**config.mk**
```make
export PLATFORM = sky130hd
export DESIGN_NAME = ins_fetcher_flat
export DESIGN_NICKNAME = d
export VERILOG_FILES = /design/src/rtl/ins_fetcher_pkg.sv /design/src/rtl/ins_fetcher_if.sv /design/src/rtl/ins_fetcher_queue.sv /design/src/rtl/ins_fetcher.sv /design/src/flat_wrapper.sv
export SDC_FILE = /design/constraint.sdc
export NUM_CORES = 1
export LEC_CHECK = 0
export CAP_MARGIN = 15
export CORE_MARGIN = 2
export CORE_UTILIZATION = 58
export CTS_CLUSTER_DIAMETER = 50
export DETAILED_ROUTE_END_ITERATION = 6
export PLACE_DENSITY_LB_ADDON = 0.3
export SYNTH_ARGS = -nofsm -noshare
export SYNTH_HDL_FRONTEND = slang
export SYNTH_SLANG_ARGS = --single-unit
export TNS_END_PERCENT = 30
```
**constraint.sdc**
```tcl
create_clock -name clk -period 30.7 [get_ports clk]
set_clock_uncertainty 0.1 [all_clocks]
set_input_delay 9.21 -clock clk [delete_from_list [all_inputs] [get_ports clk]]
set_output_delay 9.21 -clock clk [all_outputs]
set_load 0.03 [all_outputs]
```
**src/rtl/ins_fetcher_pkg.sv**
```systemverilog
// Shared widths, opcodes, FSM encoding and queue entry layout for the fetch stage.
package ins_fetcher_pkg;

  localparam int ADDR_WIDTH = 32;
  localparam int INS_WIDTH  = 32;

  localparam logic [6:0] OPCODE_JALR   = 7'b1100111;
  localparam logic [6:0] OPCODE_JAL    = 7'b1101111;
  localparam logic [6:0] OPCODE_BRANCH = 7'b1100011;

  localparam logic [1:0] ST_ENC_REQ       = 2'd0;
  localparam logic [1:0] ST_ENC_RESTART   = 2'd1;
  localparam logic [1:0] ST_ENC_HOLD_JALR = 2'd2;

  typedef enum logic [1:0] {
    ST_REQ     = ST_ENC_REQ,
    ST_RESTART = ST_ENC_RESTART
`ifdef INS_FETCHER_JALR_STALL_EN
    , ST_HOLD_JALR = ST_ENC_HOLD_JALR
`endif
  } fetch_state_e;

  typedef struct packed {
    logic [ADDR_WIDTH-1:0] pc;
    logic [INS_WIDTH-1:0]  ins;
    logic                  pred_jump;
  } iq_entry_t;

  function automatic logic is_jalr(input logic [INS_WIDTH-1:0] ins);
    return (ins[6:0] == OPCODE_JALR);
  endfunction

endpackage

```
**src/rtl/ins_fetcher_if.sv**
```systemverilog
// Fetch-stage bus: ICache request/response, predictor, dispatcher and ROB flush.
interface ins_fetcher_if;
  import ins_fetcher_pkg::*;

  logic                  fetch_valid;
  logic [ADDR_WIDTH-1:0] fetch_addr;
  logic                  icache_hit;
  logic [INS_WIDTH-1:0]  icache_ins;
  logic [ADDR_WIDTH-1:0] pc_cur;
  logic [INS_WIDTH-1:0]  ins_cur;
  logic [ADDR_WIDTH-1:0] pc_pred;
  logic                  predict_jump;
  logic                  ins_valid;
  logic [INS_WIDTH-1:0]  ins_out;
  logic [ADDR_WIDTH-1:0] ins_pc;
  logic                  ins_pred_jump;
  logic                  dispatch_ready;
  logic                  rob_clear;
  logic [ADDR_WIDTH-1:0] rob_redirect_pc;

  modport master (
    output fetch_valid, fetch_addr, pc_cur, ins_cur,
           ins_valid, ins_out, ins_pc, ins_pred_jump,
    input  icache_hit, icache_ins, pc_pred, predict_jump,
           dispatch_ready, rob_clear, rob_redirect_pc
  );

  modport slave (
    input  fetch_valid, fetch_addr, pc_cur, ins_cur,
           ins_valid, ins_out, ins_pc, ins_pred_jump,
    output icache_hit, icache_ins, pc_pred, predict_jump,
           dispatch_ready, rob_clear, rob_redirect_pc
  );

endinterface

```
**src/rtl/ins_fetcher_queue.sv**
```systemverilog
// Synchronous FIFO (module ins_queue) with clear; push/pop are ignored when full/empty.
module ins_queue #(
  parameter int DEPTH_LOG = 4,
  parameter int WIDTH     = 65
) (
  input  logic             clk,
  input  logic             rst,
  input  logic             clear,
  input  logic             push,
  input  logic             pop,
  input  logic [WIDTH-1:0] din,
  output logic [WIDTH-1:0] head,
  output logic             full,
  output logic             empty
);

  localparam int DEPTH = 1 << DEPTH_LOG;
  localparam logic [DEPTH_LOG-1:0] PTR_ONE = DEPTH_LOG'(1);
  localparam logic [DEPTH_LOG:0]   CNT_ONE = (DEPTH_LOG+1)'(1);

  logic [WIDTH-1:0]     mem_r [DEPTH];
  logic [DEPTH_LOG-1:0] head_r;
  logic [DEPTH_LOG-1:0] tail_r;
  logic [DEPTH_LOG:0]   count_r;
  logic                 push_ok_s;
  logic                 pop_ok_s;

  assign full      = count_r[DEPTH_LOG];
  assign empty     = (count_r == {(DEPTH_LOG+1){1'b0}});
  assign push_ok_s = push && !full;
  assign pop_ok_s  = pop && !empty;
  assign head      = mem_r[head_r];

  // Storage array, written at the tail
  always_ff @(posedge clk) begin
    if (push_ok_s && !rst && !clear) begin
      mem_r[tail_r] <= din;
    end
  end

  // Pointer and occupancy bookkeeping
  always_ff @(posedge clk) begin
    if (rst || clear) begin
      head_r  <= {DEPTH_LOG{1'b0}};
      tail_r  <= {DEPTH_LOG{1'b0}};
      count_r <= {(DEPTH_LOG+1){1'b0}};
    end else begin
      if (push_ok_s) begin
        tail_r <= tail_r + PTR_ONE;
      end
      if (pop_ok_s) begin
        head_r <= head_r + PTR_ONE;
      end
      case ({push_ok_s, pop_ok_s})
        2'b10:   count_r <= count_r + CNT_ONE;
        2'b01:   count_r <= count_r - CNT_ONE;
        default: count_r <= count_r;
      endcase
    end
  end

endmodule

```
**src/rtl/ins_fetcher.sv**
```systemverilog
// Fetch stage: owns the fetch PC and FSM, feeds the instruction queue.
// Optional JALR stall is enabled by defining INS_FETCHER_JALR_STALL_EN.
module ins_fetcher
  import ins_fetcher_pkg::*;
#(
  parameter int                    IQ_SIZE_LOG = 4,
  parameter logic [ADDR_WIDTH-1:0] RESET_PC    = 32'h0
) (
  input  logic           clk,
  input  logic           rst,
  input  logic           rdy,
  ins_fetcher_if.master  bus
);

  fetch_state_e          state_r;
  fetch_state_e          state_n_s;
  logic [ADDR_WIDTH-1:0] pc_r;
  logic [ADDR_WIDTH-1:0] pc_n_s;
  logic                  fetch_valid_s;
  logic                  hit_s;
  logic                  push_s;
  logic                  pop_s;
  logic                  clear_s;
  logic                  full_s;
  logic                  empty_s;
  iq_entry_t             push_entry_s;
  iq_entry_t             head_entry_s;
  logic [$bits(iq_entry_t)-1:0] head_data_s;

  assign fetch_valid_s = !rst && (state_r == ST_REQ) && !full_s;
  assign hit_s         = fetch_valid_s && bus.icache_hit;
  // A flush discards any same-cycle hit and pop
  assign push_s        = rdy && !bus.rob_clear && hit_s;
  assign pop_s         = rdy && !bus.rob_clear && bus.dispatch_ready;
  assign clear_s       = rdy && bus.rob_clear;

  assign bus.fetch_valid   = fetch_valid_s;
  assign bus.fetch_addr    = pc_r;
  assign bus.pc_cur        = pc_r;
  assign bus.ins_cur       = bus.icache_ins;
  assign head_entry_s      = iq_entry_t'(head_data_s);
  assign bus.ins_valid     = !empty_s;
  assign bus.ins_out       = head_entry_s.ins;
  assign bus.ins_pc        = head_entry_s.pc;
  assign bus.ins_pred_jump = head_entry_s.pred_jump;

  // Entry pushed on a hit
  always_comb begin
    push_entry_s.pc  = pc_r;
    push_entry_s.ins = bus.icache_ins;
`ifdef INS_FETCHER_JALR_STALL_EN
    push_entry_s.pred_jump = is_jalr(bus.icache_ins) ? 1'b0 : bus.predict_jump;
`else
    push_entry_s.pred_jump = bus.predict_jump;
`endif
  end

  ins_queue #(
    .DEPTH_LOG (IQ_SIZE_LOG),
    .WIDTH     ($bits(iq_entry_t))
  ) u_queue (
    .clk   (clk),
    .rst   (rst),
    .clear (clear_s),
    .push  (push_s),
    .pop   (pop_s),
    .din   (push_entry_s),
    .head  (head_data_s),
    .full  (full_s),
    .empty (empty_s)
  );

  // Next-state and next-PC selection
  always_comb begin
    state_n_s = state_r;
    pc_n_s    = pc_r;
    if (bus.rob_clear) begin
      pc_n_s    = bus.rob_redirect_pc;
      state_n_s = ST_RESTART;
    end else begin
      case (state_r)
        ST_REQ: begin
          if (hit_s) begin
`ifdef INS_FETCHER_JALR_STALL_EN
            if (is_jalr(bus.icache_ins)) begin
              state_n_s = ST_HOLD_JALR;
            end else begin
              pc_n_s = bus.pc_pred;
            end
`else
            pc_n_s = bus.pc_pred;
`endif
          end else begin
            state_n_s = ST_REQ;
          end
        end
        ST_RESTART: state_n_s = ST_REQ;
`ifdef INS_FETCHER_JALR_STALL_EN
        ST_HOLD_JALR: state_n_s = ST_HOLD_JALR;
`endif
        default: state_n_s = ST_REQ;
      endcase
    end
  end

  // State and PC registers; rst outranks rdy
  always_ff @(posedge clk) begin
    if (rst) begin
      state_r <= ST_REQ;
      pc_r    <= RESET_PC;
    end else if (rdy) begin
      state_r <= state_n_s;
      pc_r    <= pc_n_s;
    end else begin
      state_r <= state_r;
      pc_r    <= pc_r;
    end
  end

endmodule

```
**src/flat_wrapper.sv**
```systemverilog
// flat-port wrapper written by rule: the top's interface ports become plain ports
module ins_fetcher_flat import ins_fetcher_pkg::*;
#(
  parameter int                    IQ_SIZE_LOG = 4,
  parameter logic [ADDR_WIDTH-1:0] RESET_PC    = 32'h0
)
  (clk, rst, rdy, bus_fetch_valid, bus_fetch_addr, bus_pc_cur, bus_ins_cur, bus_ins_valid, bus_ins_out, bus_ins_pc, bus_ins_pred_jump, bus_icache_hit, bus_icache_ins, bus_pc_pred, bus_predict_jump, bus_dispatch_ready, bus_rob_clear, bus_rob_redirect_pc);
  ins_fetcher_if bus_i ();
  input  logic clk;
  input  logic rst;
  input  logic rdy;
  output wire logic [$bits(bus_i.fetch_valid)-1:0] bus_fetch_valid;
  output wire logic [$bits(bus_i.fetch_addr)-1:0] bus_fetch_addr;
  output wire logic [$bits(bus_i.pc_cur)-1:0] bus_pc_cur;
  output wire logic [$bits(bus_i.ins_cur)-1:0] bus_ins_cur;
  output wire logic [$bits(bus_i.ins_valid)-1:0] bus_ins_valid;
  output wire logic [$bits(bus_i.ins_out)-1:0] bus_ins_out;
  output wire logic [$bits(bus_i.ins_pc)-1:0] bus_ins_pc;
  output wire logic [$bits(bus_i.ins_pred_jump)-1:0] bus_ins_pred_jump;
  input wire logic [$bits(bus_i.icache_hit)-1:0] bus_icache_hit;
  input wire logic [$bits(bus_i.icache_ins)-1:0] bus_icache_ins;
  input wire logic [$bits(bus_i.pc_pred)-1:0] bus_pc_pred;
  input wire logic [$bits(bus_i.predict_jump)-1:0] bus_predict_jump;
  input wire logic [$bits(bus_i.dispatch_ready)-1:0] bus_dispatch_ready;
  input wire logic [$bits(bus_i.rob_clear)-1:0] bus_rob_clear;
  input wire logic [$bits(bus_i.rob_redirect_pc)-1:0] bus_rob_redirect_pc;
  assign bus_fetch_valid = bus_i.fetch_valid;
  assign bus_fetch_addr = bus_i.fetch_addr;
  assign bus_pc_cur = bus_i.pc_cur;
  assign bus_ins_cur = bus_i.ins_cur;
  assign bus_ins_valid = bus_i.ins_valid;
  assign bus_ins_out = bus_i.ins_out;
  assign bus_ins_pc = bus_i.ins_pc;
  assign bus_ins_pred_jump = bus_i.ins_pred_jump;
  assign bus_i.icache_hit = bus_icache_hit;
  assign bus_i.icache_ins = bus_icache_ins;
  assign bus_i.pc_pred = bus_pc_pred;
  assign bus_i.predict_jump = bus_predict_jump;
  assign bus_i.dispatch_ready = bus_dispatch_ready;
  assign bus_i.rob_clear = bus_rob_clear;
  assign bus_i.rob_redirect_pc = bus_rob_redirect_pc;
  ins_fetcher #(.IQ_SIZE_LOG(IQ_SIZE_LOG), .RESET_PC(RESET_PC)) u_core (.clk(clk), .rst(rst), .rdy(rdy), .bus(bus_i));
endmodule
```
==> metrics <==
final core area utilization=0.6826; final count of pins violating max slew=0; initial antenna violation count=2; smallest hold slack=between 0.4 and 0.5 ns; full die area=about 74,000 sq um; gp weighted congestion=0.7321; wire length of the first global-routing pass=133,900 um; minimum period implied by the final worst setup slack=approximately 20 ns; n_diodes=0; number of buffers inserted by post-CTS setup repair=0; wire length the detailed router placed on met1=approximately 36,000 um; Core Rows=98; clock latency at the later pin of the worst-skew pair=approximately 0.67 ns; core footprint=approximately 71,000 sq um; Max Fanout on Critical Path=17; Syn Std Cell Area=41,880 sq um; amount of wire on met3 after detailed routing=approximately 6800 um; number of gates resized after CTS=0; largest voltage drop on the vdd net=between 0.04 and 0.05 mV; number of buffers inserted by hold repair at cts=0; final cell area excluding filler cells=between 40,000 and 50,000 sq um; worst hold path type=reg2reg; WP data required=between 20 and 25 ns; setup_tns=0 ns; number of remaining DRC errors=0; net count after synthesis=between 2,000 and 2,500; buffer depth of the longest clock path=3; arrival time worst endpoint=between 10 and 15 ns; ranking of synthesized cells by area=sky130_fd_sc_hd__edfxtp_1 (75%), sky130_fd_sc_hd__mux4_2 (14%), sky130_fd_sc_hd__dfxtp_1 (2.4%); share of flip-flops with an asynchronous set or reset after synthesis=0; first-pass iteration count of the detailed router=6; horizontal extent of the die=around 270 um; via count of the first global-routing pass=approximately 21,000; total of max-cap violations=0; count of flip-flops with a built-in enable after synthesis=roughly 1,000; number of design-rule violations left by the first detailed-router iteration=2,400; share of total power in the clock network=0.425; commonest cells in the synthesized netlist=sky130_fd_sc_hd__edfxtp_1 (1,040), sky130_fd_sc_hd__mux4_2 (260), sky130_fd_sc_hd__a22oi_1 (130), sky130_fd_sc_hd__buf_4 (75), sky130_fd_sc_hd__nand2_1 (69); post-synthesis cell type count=48; Crit. End Element=primary output; Primary FF master, synth=sky130_fd_sc_hd__edfxtp_1; Placed Instance Area=between 40,000 and 50,000 sq um; aggregate global-route resource usage=0.2482; area fraction of the dominant cell type after synthesis=0.7457; relative contribution of sequential cells to total power=0.538; average cell area after synthesis=21.77 sq um; total wire length after detailed routing=91,950 um; Crit-path slowest cell=sky130_fd_sc_hd__clkdlybuf4s50_1; warning count from the yosys run=0; sequential share of the synthesized area=0.7696; GR Overflow Total=0; CTS sink count=about 1,100; total clock buffers created by CTS=about 110; DP HPWL=approximately 45,000 um; Root Buffer=sky130_fd_sc_hd__clkbuf_16; library cell occupying the most area in the post-synthesis netlist=sky130_fd_sc_hd__edfxtp_1; layout cells sized above 1=0.2301; max incr delay on CP=0.89 ns; highest metal layer with signal wires=met5; buffers plus inverters on the worst setup path=2; number of filler instances in the final layout=~4,300; cell class contributing the biggest share of worst-path delay=buffers and inverters; met2 wirelength from detailed routing=about 47,000 um; FMAX=approximately 0.05 GHz; vias after detailed routing=approximately 20,000; effective utilization at floorplan=0.5858; clk slew on worst S/H paths=roughly 0.06 ns; outcome=complete, no violations; reported net switching power=628.6 uW; internal power=2455 uW; CTS tree=done; Final Setup Violations=0; unrepaired setup endpoints after global routing=false; post-DR vias/cell=roughly 6.3; Antenna Nets Post-Route=0; most frequent cell on the critical path=sky130_fd_sc_hd__clkdlybuf4s50_1; period utilisation layout=0.6584; synthesized instance count=1,924; crit path launch type=input pin; Layout Area Growth over Synthesis=16.53%; die span in y=272.7 um; cell leakage power=between 0.015 and 0.02 uW; ratio of total power to cell area=roughly 63 nW/um^2; number of flip-flops and latches in the synthesized netlist=1,090; NumNets Final=between 2,000 and 2,500; part of the total power dissipated in combinational logic=0.037; Max H-tree Level=3; Sw Share=0.2038; CP Cell Sequence=clkdlybuf4s50_1 -> clkdlybuf4s50_1; Least-Margin Pin Slew=between 1 and 1.5 ns; critical path type=in2out; buffers added on ports=between 200 and 300; pin count of the biggest net entering global routing=179; number of ports placed on the die boundary=~270; worst rel slew slack=0.1350; detail-routed net length per standard cell=approximately 29 um; dominant cell by count in the synthesized netlist=sky130_fd_sc_hd__edfxtp_1; final number of hold-violating endpoints=0
-- layer usage --
metal  global-route usage  up-vias
li1                     -     8507
met1               0.3480    10720
met2               0.4166      956
met3              0.03813      121
met4              0.06203        4
met5                    0        -
-- final timing paths --
path / startpoint / slack, ns / depth (start not counted) / endpoint
max: bus_icache_ins[1] / 10.49 / 2 / bus_ins_cur[1]
min: u_core.u_queue.tail_r[1] / 0.43 / 2 / u_core.u_queue.tail_r[1]
max reg2reg: u_core.u_queue.count_r[4] / 26.61 / 6 / u_core.u_queue.mem_r[15][34]
min reg2reg: u_core.u_queue.tail_r[1] / 0.43 / 2 / u_core.u_queue.tail_r[1]
-- power by group through the flow --
stage                     Combinational [uW]  Sequential, uW  Clock (uW)
after floorplan                         64.8            1690           0
after global placement                   111            1690           0
after detailed placement                 114            1690           0
after CTS                                115            1660        1330
after global routing                     120            1660        1380
final                                    114            1660        1310
-- area by class of cell --
class	count	area [sq um]	area share
Sequential cell	1090	32240	0.6606
Inverter	7	26.28	0.0005384
Tap cell	950	1189	0.02436
Clock buffer	142	2964	0.06074
Timing Repair Buffer	305	3018	0.06184
Clock inverter	61	606.8	0.01244
Multi-Input combinational cell	655	8756	0.1794
-- cell families (layout without fill, tap and decap cells) --
group / count (synthesis) / after routing / share of synthesized area
compound gates: 178 / 178 / 0.03505
xor+xnor: 8 / 8 / 0.001673
fa+ha+maj: 9 / 9 / 0.002689
buf+inv: 179 / 515 / 0.02417
flops: 1090 / 1090 / 0.7696
mux: 296 / 296 / 0.1485
simple gates: 164 / 164 / 0.01831
-- layout by cell type, fill, tap and decap left out, types with 5 or more instances in the layout --
cell / n
sky130_fd_sc_hd__clkinvlp_4: 7
sky130_fd_sc_hd__a211oi_1: 5
sky130_fd_sc_hd__mux4_2: 260
sky130_fd_sc_hd__xor2_1: 6
sky130_fd_sc_hd__inv_1: 7
sky130_fd_sc_hd__a22oi_1: 130
sky130_fd_sc_hd__dfxtp_1: 48
sky130_fd_sc_hd__nor2_1: 45
sky130_fd_sc_hd__clkbuf_8: 7
sky130_fd_sc_hd__clkbuf_16: 111
sky130_fd_sc_hd__nand2_1: 69
sky130_fd_sc_hd__mux2i_1: 35
sky130_fd_sc_hd__nand3_1: 7
sky130_fd_sc_hd__buf_4: 34
sky130_fd_sc_hd__nor2_4: 6
sky130_fd_sc_hd__buf_12: 6
sky130_fd_sc_hd__edfxtp_1: 1040
sky130_fd_sc_hd__clkdlybuf4s50_1: 263
sky130_fd_sc_hd__clkinv_1: 20
sky130_fd_sc_hd__clkinv_2: 15
sky130_fd_sc_hd__ha_1: 9
sky130_fd_sc_hd__a211oi_2: 28
sky130_fd_sc_hd__clkbuf_1: 24
sky130_fd_sc_hd__bufinv_16: 10
-- stage by stage --
step | power [uW] | std cells | setup slack (ns)
6_report | 3084 | 3210 | 10.49
3_5_place_dp | 1805 | 3007 | 10.48
5_1_grt | 3167 | 3210 | 10.40
3_3_place_gp | 1801 | 3003 | 10.57
2_1_floorplan | 1754 | 1924 | 11.04
4_1_cts | 3102 | 3210 | 10.48
-- registers in the layout, summed over array words and instances (netlist names), named ones only --
register / cells
u_core.bus.fetch_addr: 32
u_core.u_queue.tail_r: 4
u_core.state_r: 1
u_core.u_queue.mem_r: 1040
u_core.u_queue.head_r: 4
u_core.u_queue.count_r: 5
Power figures use the tool's default switching activity.
